$ cat src/rtl/seq_mult_pkg.sv
// rtl/seq_mult_pkg.sv - shared types and helpers for the iterative shift-add multiplier
package seq_mult_pkg;

    // Controller states, held in two bits.
    typedef enum logic [1:0] {
        ST_IDLE   = 2'd0,
        ST_CALC   = 2'd1,
        ST_FINISH = 2'd2
    } state_t;

    // Width of the CALC-cycle counter: it must be able to hold the value WIDTH itself.
    function automatic int cnt_w(input int width);
        return $clog2(width + 1);
    endfunction

endpackage

$ cat src/rtl/seq_mult_n.sv
// rtl/seq_mult_n.sv - parametrised iterative shift-add multiplier with start/busy/done handshake
//
// Multiplies two WIDTH-bit operands, unsigned or two's complement, one
// multiplier bit per cycle, and optionally stops early once the remaining
// multiplier bits are zero.
//
// Ports:
//   CLK          rising-edge clock
//   RST_N        asynchronous active-low reset
//   start        request, sampled only while idle
//   signed_mode  1 = operands/product are two's complement, sampled with start
//   dataa        multiplicand, sampled with start
//   datab        multiplier, sampled with start
//   busy         high from the accepting edge through the finishing edge
//   done         one-cycle pulse, result valid from this cycle
//   result       2*WIDTH-bit product, held until the next done
module seq_mult_n
    import seq_mult_pkg::*;
#(
    parameter int WIDTH      = 18,
    parameter bit EARLY_TERM = 1'b1
) (
    input  logic                 CLK,
    input  logic                 RST_N,
    input  logic                 start,
    input  logic                 signed_mode,
    input  logic [WIDTH-1:0]     dataa,
    input  logic [WIDTH-1:0]     datab,
    output logic                 busy,
    output logic                 done,
    output logic [2*WIDTH-1:0]   result
);

    localparam int              CW       = cnt_w(WIDTH);
    localparam int              PW       = 2 * WIDTH;
    localparam logic [CW-1:0]   CNT_LAST = CW'(WIDTH);

    state_t            state_q, state_d;
    logic [PW-1:0]     acc_q, acc_d;
    logic [PW-1:0]     mcand_q, mcand_d;
    logic [PW-1:0]     result_q, result_d;
    logic [WIDTH-1:0]  mb_q, mb_d;
    logic [CW-1:0]     cnt_q, cnt_d;
    logic              neg_q, neg_d;
    logic              done_q, done_d;

    logic [WIDTH-1:0]  ma_in;
    logic [WIDTH-1:0]  mb_in;
    logic [WIDTH-1:0]  mb_shift;
    logic [CW-1:0]     cnt_inc;

    // Operand magnitudes. The most negative value maps to 2^(WIDTH-1), which
    // still fits because the magnitude is treated as unsigned from here on.
    always_comb begin
        ma_in    = (signed_mode && dataa[WIDTH-1]) ? (~dataa + WIDTH'(1)) : dataa;
        mb_in    = (signed_mode && datab[WIDTH-1]) ? (~datab + WIDTH'(1)) : datab;
        mb_shift = mb_q >> 1;
        cnt_inc  = cnt_q + CW'(1);
    end

    always_comb begin
        state_d  = state_q;
        acc_d    = acc_q;
        mcand_d  = mcand_q;
        result_d = result_q;
        mb_d     = mb_q;
        cnt_d    = cnt_q;
        neg_d    = neg_q;
        done_d   = 1'b0;

        case (state_q)
            ST_IDLE: begin
                if (start) begin
                    acc_d   = '0;
                    mcand_d = {{WIDTH{1'b0}}, ma_in};
                    mb_d    = mb_in;
                    cnt_d   = '0;
                    neg_d   = signed_mode && (dataa[WIDTH-1] ^ datab[WIDTH-1]);
                    state_d = ST_CALC;
                end
            end
            ST_CALC: begin
                // The accumulator is 2*WIDTH bits wide, so the sum of shifted
                // partial products can never overflow it.
                if (mb_q[0]) begin
                    acc_d = acc_q + mcand_q;
                end
                mcand_d = mcand_q << 1;
                mb_d    = mb_shift;
                cnt_d   = cnt_inc;
                // Testing the shifted multiplier guarantees at least one CALC
                // cycle even when the multiplier is zero.
                if ((cnt_inc == CNT_LAST) || (EARLY_TERM && (mb_shift == '0))) begin
                    state_d = ST_FINISH;
                end
            end
            ST_FINISH: begin
                result_d = neg_q ? (~acc_q + PW'(1)) : acc_q;
                done_d   = 1'b1;
                state_d  = ST_IDLE;
            end
            default: begin
                state_d = ST_IDLE;
            end
        endcase
    end

    always_ff @(posedge CLK or negedge RST_N) begin
        if (!RST_N) begin
            state_q  <= ST_IDLE;
            acc_q    <= '0;
            mcand_q  <= '0;
            result_q <= '0;
            mb_q     <= '0;
            cnt_q    <= '0;
            neg_q    <= 1'b0;
            done_q   <= 1'b0;
        end else begin
            state_q  <= state_d;
            acc_q    <= acc_d;
            mcand_q  <= mcand_d;
            result_q <= result_d;
            mb_q     <= mb_d;
            cnt_q    <= cnt_d;
            neg_q    <= neg_d;
            done_q   <= done_d;
        end
    end

    assign busy   = (state_q != ST_IDLE);
    assign done   = done_q;
    assign result = result_q;

endmodule

$ cat config.mk
export PLATFORM = sky130hd
export DESIGN_NAME = seq_mult_n
export DESIGN_NICKNAME = d
export VERILOG_FILES = /design/src/rtl/seq_mult_pkg.sv /design/src/rtl/seq_mult_n.sv
export SDC_FILE = /design/constraint.sdc
export NUM_CORES = 1
export LEC_CHECK = 0
export ABC_AREA = 1
export ABC_CLOCK_PERIOD_IN_PS = 3700
export BUFFER_PORTS_ARGS = -buffer_cell sky130_fd_sc_hd__buf_2
export CAP_MARGIN = 15
export CORE_MARGIN = 2
export CORE_UTILIZATION = 51
export CTS_CLUSTER_DIAMETER = 100
export DETAILED_ROUTE_END_ITERATION = 6
export GPL_TIMING_DRIVEN = 0
export HOLD_SLACK_MARGIN = 0.03
export PLACE_DENSITY_LB_ADDON = 0.25
export SLEW_MARGIN = 20
export SYNTH_ARGS = -nofsm -noshare
export SYNTH_HDL_FRONTEND = slang
export SYNTH_SLANG_ARGS = --single-unit
$ cat constraint.sdc
create_clock -name CLK -period 3.7 [get_ports CLK]
set_clock_uncertainty 0.15 [all_clocks]
set_input_delay 0.555 -clock CLK [delete_from_list [all_inputs] [get_ports CLK]]
set_output_delay 0.555 -clock CLK [all_outputs]
set_load 0.005 [all_outputs]
## After elaboration in Yosys (flattened, before gate mapping)

Cells that the tools add are included.
Widths: inputs -> output; s select.

- Register bits after elaboration: 135
- Input port bits: 40
- Output and inout bits: 38
- Word-level logic and storage cells: 51

- Add/subtract/negate cells: 5
- Equality and inequality tests: 6
- Muxes and demuxes: 16
- Bitwise gates (word level): 4
- Reduce and logical (&&, ||, !) cells: 12

Operators by type and width:

| cell | number |
|---|---|
| $mux 36 | 4 |
| $pmux 36 s2 | 2 |
| $mux 18 | 3 |
| $add 18x1->18 const B | 2 |
| $add 36x1->36 const B | 1 |
| $add 36x36->36 | 1 |
| $not 18->18 | 2 |
| $not 36->36 | 1 |
| $pmux 18 s2 | 1 |
| $logic_not 18->1 | 1 |
| $pmux 5 s2 | 1 |
| $ne 2x2->1 const B | 3 |
| $reduce_and 2->1 | 3 |
| $add 5x1->5 const B | 1 |
| $eq 5x5->1 const B | 1 |
| $mux 5 | 1 |
| $mux 2 | 2 |
| $pmux 2 s2 | 1 |
| $reduce_bool 2->1 | 2 |
| $logic_and 1x1->1 | 3 |
| $reduce_and 3->1 | 1 |
| $eq 2x1->1 const B | 1 |
| $eq 2x2->1 const B | 1 |
| $logic_not 2->1 | 1 |
| 3 further kinds | 3 |

## Longest topological paths before layout

- Word-level depth: 5
- Mapped depth: 15
- Mapped depth without buffers: 15

## Worst setup path after synthesis

OpenSTA, ideal clock, no wires.

- Path kind: flip-flop to flip-flop
- From: reg acc_q[0]
- To: reg acc_q[32]
- Library setup time: 0.117 ns
- Arrival time: 1.857 ns
- Data required time: 3.433 ns
- Setup slack: 1.575 ns
- Stages on the path, launching flop included: 15
- Buffers on the path: 0
- Clock period less this slack: 2.125 ns
- Cell sequence: dfrtp_1 ha_1 fa_1 nand2_1 inv_1 nand2_1 nand2_1 nand2_1 nand2_1 nand2_1 nand2_1 nand2_1 nand3_1 nand3_1 nand2_1

- Word-level cells in the longest chain between the ends: 3

Ends and longest elaborated chain:

| item | RTL line | text |
|---|---|---|
| start: declaration | seq_mult_n.sv:39 | `logic [PW-1:0] acc_q, acc_d;` |
| start signal: assignment | seq_mult_n.sv:111 | `acc_q <= '0;` |
| start signal: assignment | seq_mult_n.sv:120 | `acc_q <= acc_d;` |
| $add 36x36->36 | seq_mult_n.sv:86 | `acc_d = acc_q + mcand_q;` |
| $mux 36 | seq_mult_n.sv:85 | `if (mb_q[0]) begin` |
| $pmux 36 s2 | seq_mult_n.sv:71 | `case (state_q)` |

Every way passes these cells. The select of a mux whose other input is x is not followed.
A chain may end at the register's enable or synchronous reset.

## Final worst setup path

- From: reg acc_q[0]
- To: reg acc_q[24]

The elaborated chain is that of the path after synthesis.

==> results.yml <==
status:
  status: "complete, no violations"
setup_path:
  rr_worst_depth: 15
  arrival_ns: 2.85
  crit_top_cell: "nand2_1"
  cp_cell_sequence: "ha_1 > fa_1 > nand2_1 > inv_1 > nand2_1 > nand2_1 > nand2_1 > nand2_1 > nand2_1 > nand2_1 > nand2_1 > nand2_1 > nand2_1 > nand3_1 > o21ai_1"
  crit_type: "flop to flop"
  crit_fanout: 5
  end_kind: "flop"
  ff2ff_setup_slack_ns: 1.06
  worst_ep_required_time_ns: 3.91
  r2r-end: "acc_q[24]"
  reg2reg_from: "acc_q[0]"
  path_buf_inv: 1
  cp_top_family: "simple AND/OR/NAND/NOR gates"
  startpoint_type: "flop"
  critPathMaxStageDelay_ns: 0.49
  slowest_stage: "fa_1"
global_routing:
  antenna_found_initial: 0
  grt_max_degree: 101
  gr-total-overflow: 0
  first_global_vias: 8517
  track_usage: 0.264
  grt_first_pass_wirelength_mm: 41.2
synthesis:
  ys_warn_count: 0
  syn_inst: 1359
  async_reset_ff_frac: 1.00
  syn-num-nets: 1440
  seq_area_frac_synth: 0.360
  yosys-top-cells-area: "dfrtp_1, nand2_1, inv_1"
  mappedNetlistArea_sq_um: 9400
  synth_most_common_cell: "nand2_1"
  synth_top_area_share: 0.360
  ys_seq_elements: 135
  synth_commonest_cells: "nand2_1, inv_1, dfrtp_1, nor2_1, nand3_1"
  synth_top_cell_by_area: "dfrtp_1"
  synth_edf_count: 0
  synth.avg_cell_area_sq_um: 6.91
  synthDistinctLibCells: 44
  synth-main-ff-cell: "dfrtp_1"
cts:
  cts.sink_count: 135
  cts_tree: "done"
  clockBufferDepth: 2
  cts-buffers-inserted: 17
  path_clk_slew_ns: 0.06
  htree_levels: 4
  ctsRootBufferMaster: "clkbuf_16"
  clkLatencyLatePin_ns: 0.43
timing:
  tightest_slew_ns: 0.633
  max_freq_ghz: 0.378
  whs_ns: 0.251
  maxSlewViolCount: 0
  setup_viol: 0
  tns_ns: 0
  hold_viol_final: 0
  fin_crit_ns: 2.64
  rsz0062_at_grt: "no"
  relSlewSlack: 0.577
  period_share: 0.714
  layout_setup_ws_ns: 1.06
placed_design:
  hpwl_mm: 20.0
  gp_congestion: 0.970
  io_buffers: 77
  preCtsSetupSlack_ns: 1.12
detailed_routing:
  via_per_inst: 5.39
  vias: 9164
  drc: 0
  dr.pass1.iters: 7
  routed_wire_length_per_instance_um: 14.9
  wl_mm: 25.4
  drtIter0Drc: 546
  ant_nets: 0
die:
  die_area_sq_um: 19500
  dieHeight_um: 140
  initial_core_util: 0.521
  io_pins: 78
  die_x_um: 140
  row_count: 49
  design.core.area_sq_um: 18000
cells_and_area:
  area_growth_pct: 14.4
  antenna_cells: 0
  layout.nets: 1538
  layout-drive-gt1-share: 0.108
worst_hold_path:
  worstHoldStart: "dataa[15]"
  hold_class: "primary input to flop"
  hold_depth: 3
  holdPathEnd: "mcand_q[15]"
pwr:
  switching_share: 0.458
  power.switching_mw: 3.97
  p_leak_nw: 5.58
  combinationalPowerShare: 0.491
  p_int_mw: 4.71
  cellPowerDensity_nw_per_um2: 807
  seq_power_share: 0.299
  peakVddDrop_mv: 0.462
  clkPwrFrac: 0.210
flow_run:
  drv_cap: 0
==> power groups by stage <==
stage / Clock (mW) / Combinational [mW] / Sequential, mW
global placement: 0 / 4.10 / 2.58
global route: 1.90 / 4.82 / 2.66
finish: 1.82 / 4.27 / 2.59
detailed placement: 0 / 4.21 / 2.60
floorplan: 0 / 3.06 / 2.45
CTS: 1.84 / 4.24 / 2.58
==> logic make-up after synthesis <==
logic type | share of synthesized area
flops | 0.360
buf+inv | 0.0827
simple gates | 0.312
xor+xnor | 0.0429
fa+ha+maj | 0.0554
compound gates | 0.147
==> worst reg2reg max path, cell delays in order, from the launching register on <==
cell	delay, ns
dfrtp_1	0.44
ha_1	0.31
fa_1	0.49
nand2_1	0.10
inv_1	0.05
nand2_1	0.05
nand2_1	0.12
nand2_1	0.09
nand2_1	0.11
nand2_1	0.09
nand2_1	0.14
nand2_1	0.12
nand2_1	0.05
nand2_1	0.05
nand3_1	0.12
o21ai_1	0.11
==> layout make-up <==
type                    count  area (sq um)
flip-flops and latches    135          3380
multi-input cells        1024          5240
clock buffers              18           439
well taps                 229           287
repair buffers             79           433
fillers                  1669          7270
clock inverters            14           198
plain buffers              34           154
inverters                 166           623
==> state kept, by name, summed over array words and instances, names as in the netlist <==
| register | flops |
|---|---|
| acc_q | 36 |
| cnt_q | 5 |
| done | 1 |
| mb_q | 18 |
| mcand_q | 36 |
| neg_q | 1 |
| result | 36 |
| state_q | 2 |
==> placed cells by master (no fill, tap or decap), drive strengths merged, types with 2 or more instances in the layout <==
cell type,count
nor2,143
clkbuf,34
o22ai,26
nand3b,7
o21a,2
a22oi,26
buf,96
nor4,5
o221ai,2
o31ai,9
ha,40
xor2,34
nand3,99
inv,167
a31oi,8
nand4,12
clkinv,4
o21bai,4
o211ai,4
a21oi,49
o21ai,104
nor3,14
and2,3
or2,8
a21o,2
nand2,408
dfrtp,135
clkinvlp,5
bufinv,4
xnor2,12
==> worst max path at each step <==
stage | endpoint | slack, ns | cells after the start | startpoint
floorplan | acc_q[32] | 1.58 | 14 | acc_q[0]
global placement | mcand_q[34] | 0.12 | 1 | RST_N
detailed placement | acc_q[24] | 1.12 | 14 | acc_q[0]
CTS | acc_q[24] | 1.09 | 15 | acc_q[0]
global route | acc_q[24] | 0.86 | 15 | acc_q[0]
finish | acc_q[24] | 1.06 | 15 | acc_q[0]
==> layer usage <==
metal,part of all wire,vias up,track usage
li1,-,4659,-
met1,0.44,4151,0.341
met2,0.46,286,0.440
met3,0.059,68,0.0358
met4,0.036,0,0.122
met5,0,-,0
==> repair_timing <==
action / CTS / global route
hold buffers: 1 / 0
hold endpoints to repair: 35 / 0
resized for setup: 0 / 0
buffers inserted: 0 / 0
==> per-stage QoR <==
| step | instances | area, sq um | power [mW] | util |
|---|---|---|---|---|
| 3_5_place_dp | 1666 | 10100 | 6.81 | 0.561 |
| 6_report | 1699 | 10800 | 8.68 | 0.596 |
| 5_1_grt | 1699 | 10800 | 9.38 | 0.596 |
| 3_3_place_gp | 1665 | 10100 | 6.67 | 0.559 |
| 4_1_cts | 1699 | 10800 | 8.66 | 0.596 |
| 2_1_floorplan | 1359 | 9400 | 5.50 | - |
No activity file was read; power rests on OpenSTA's default activity.
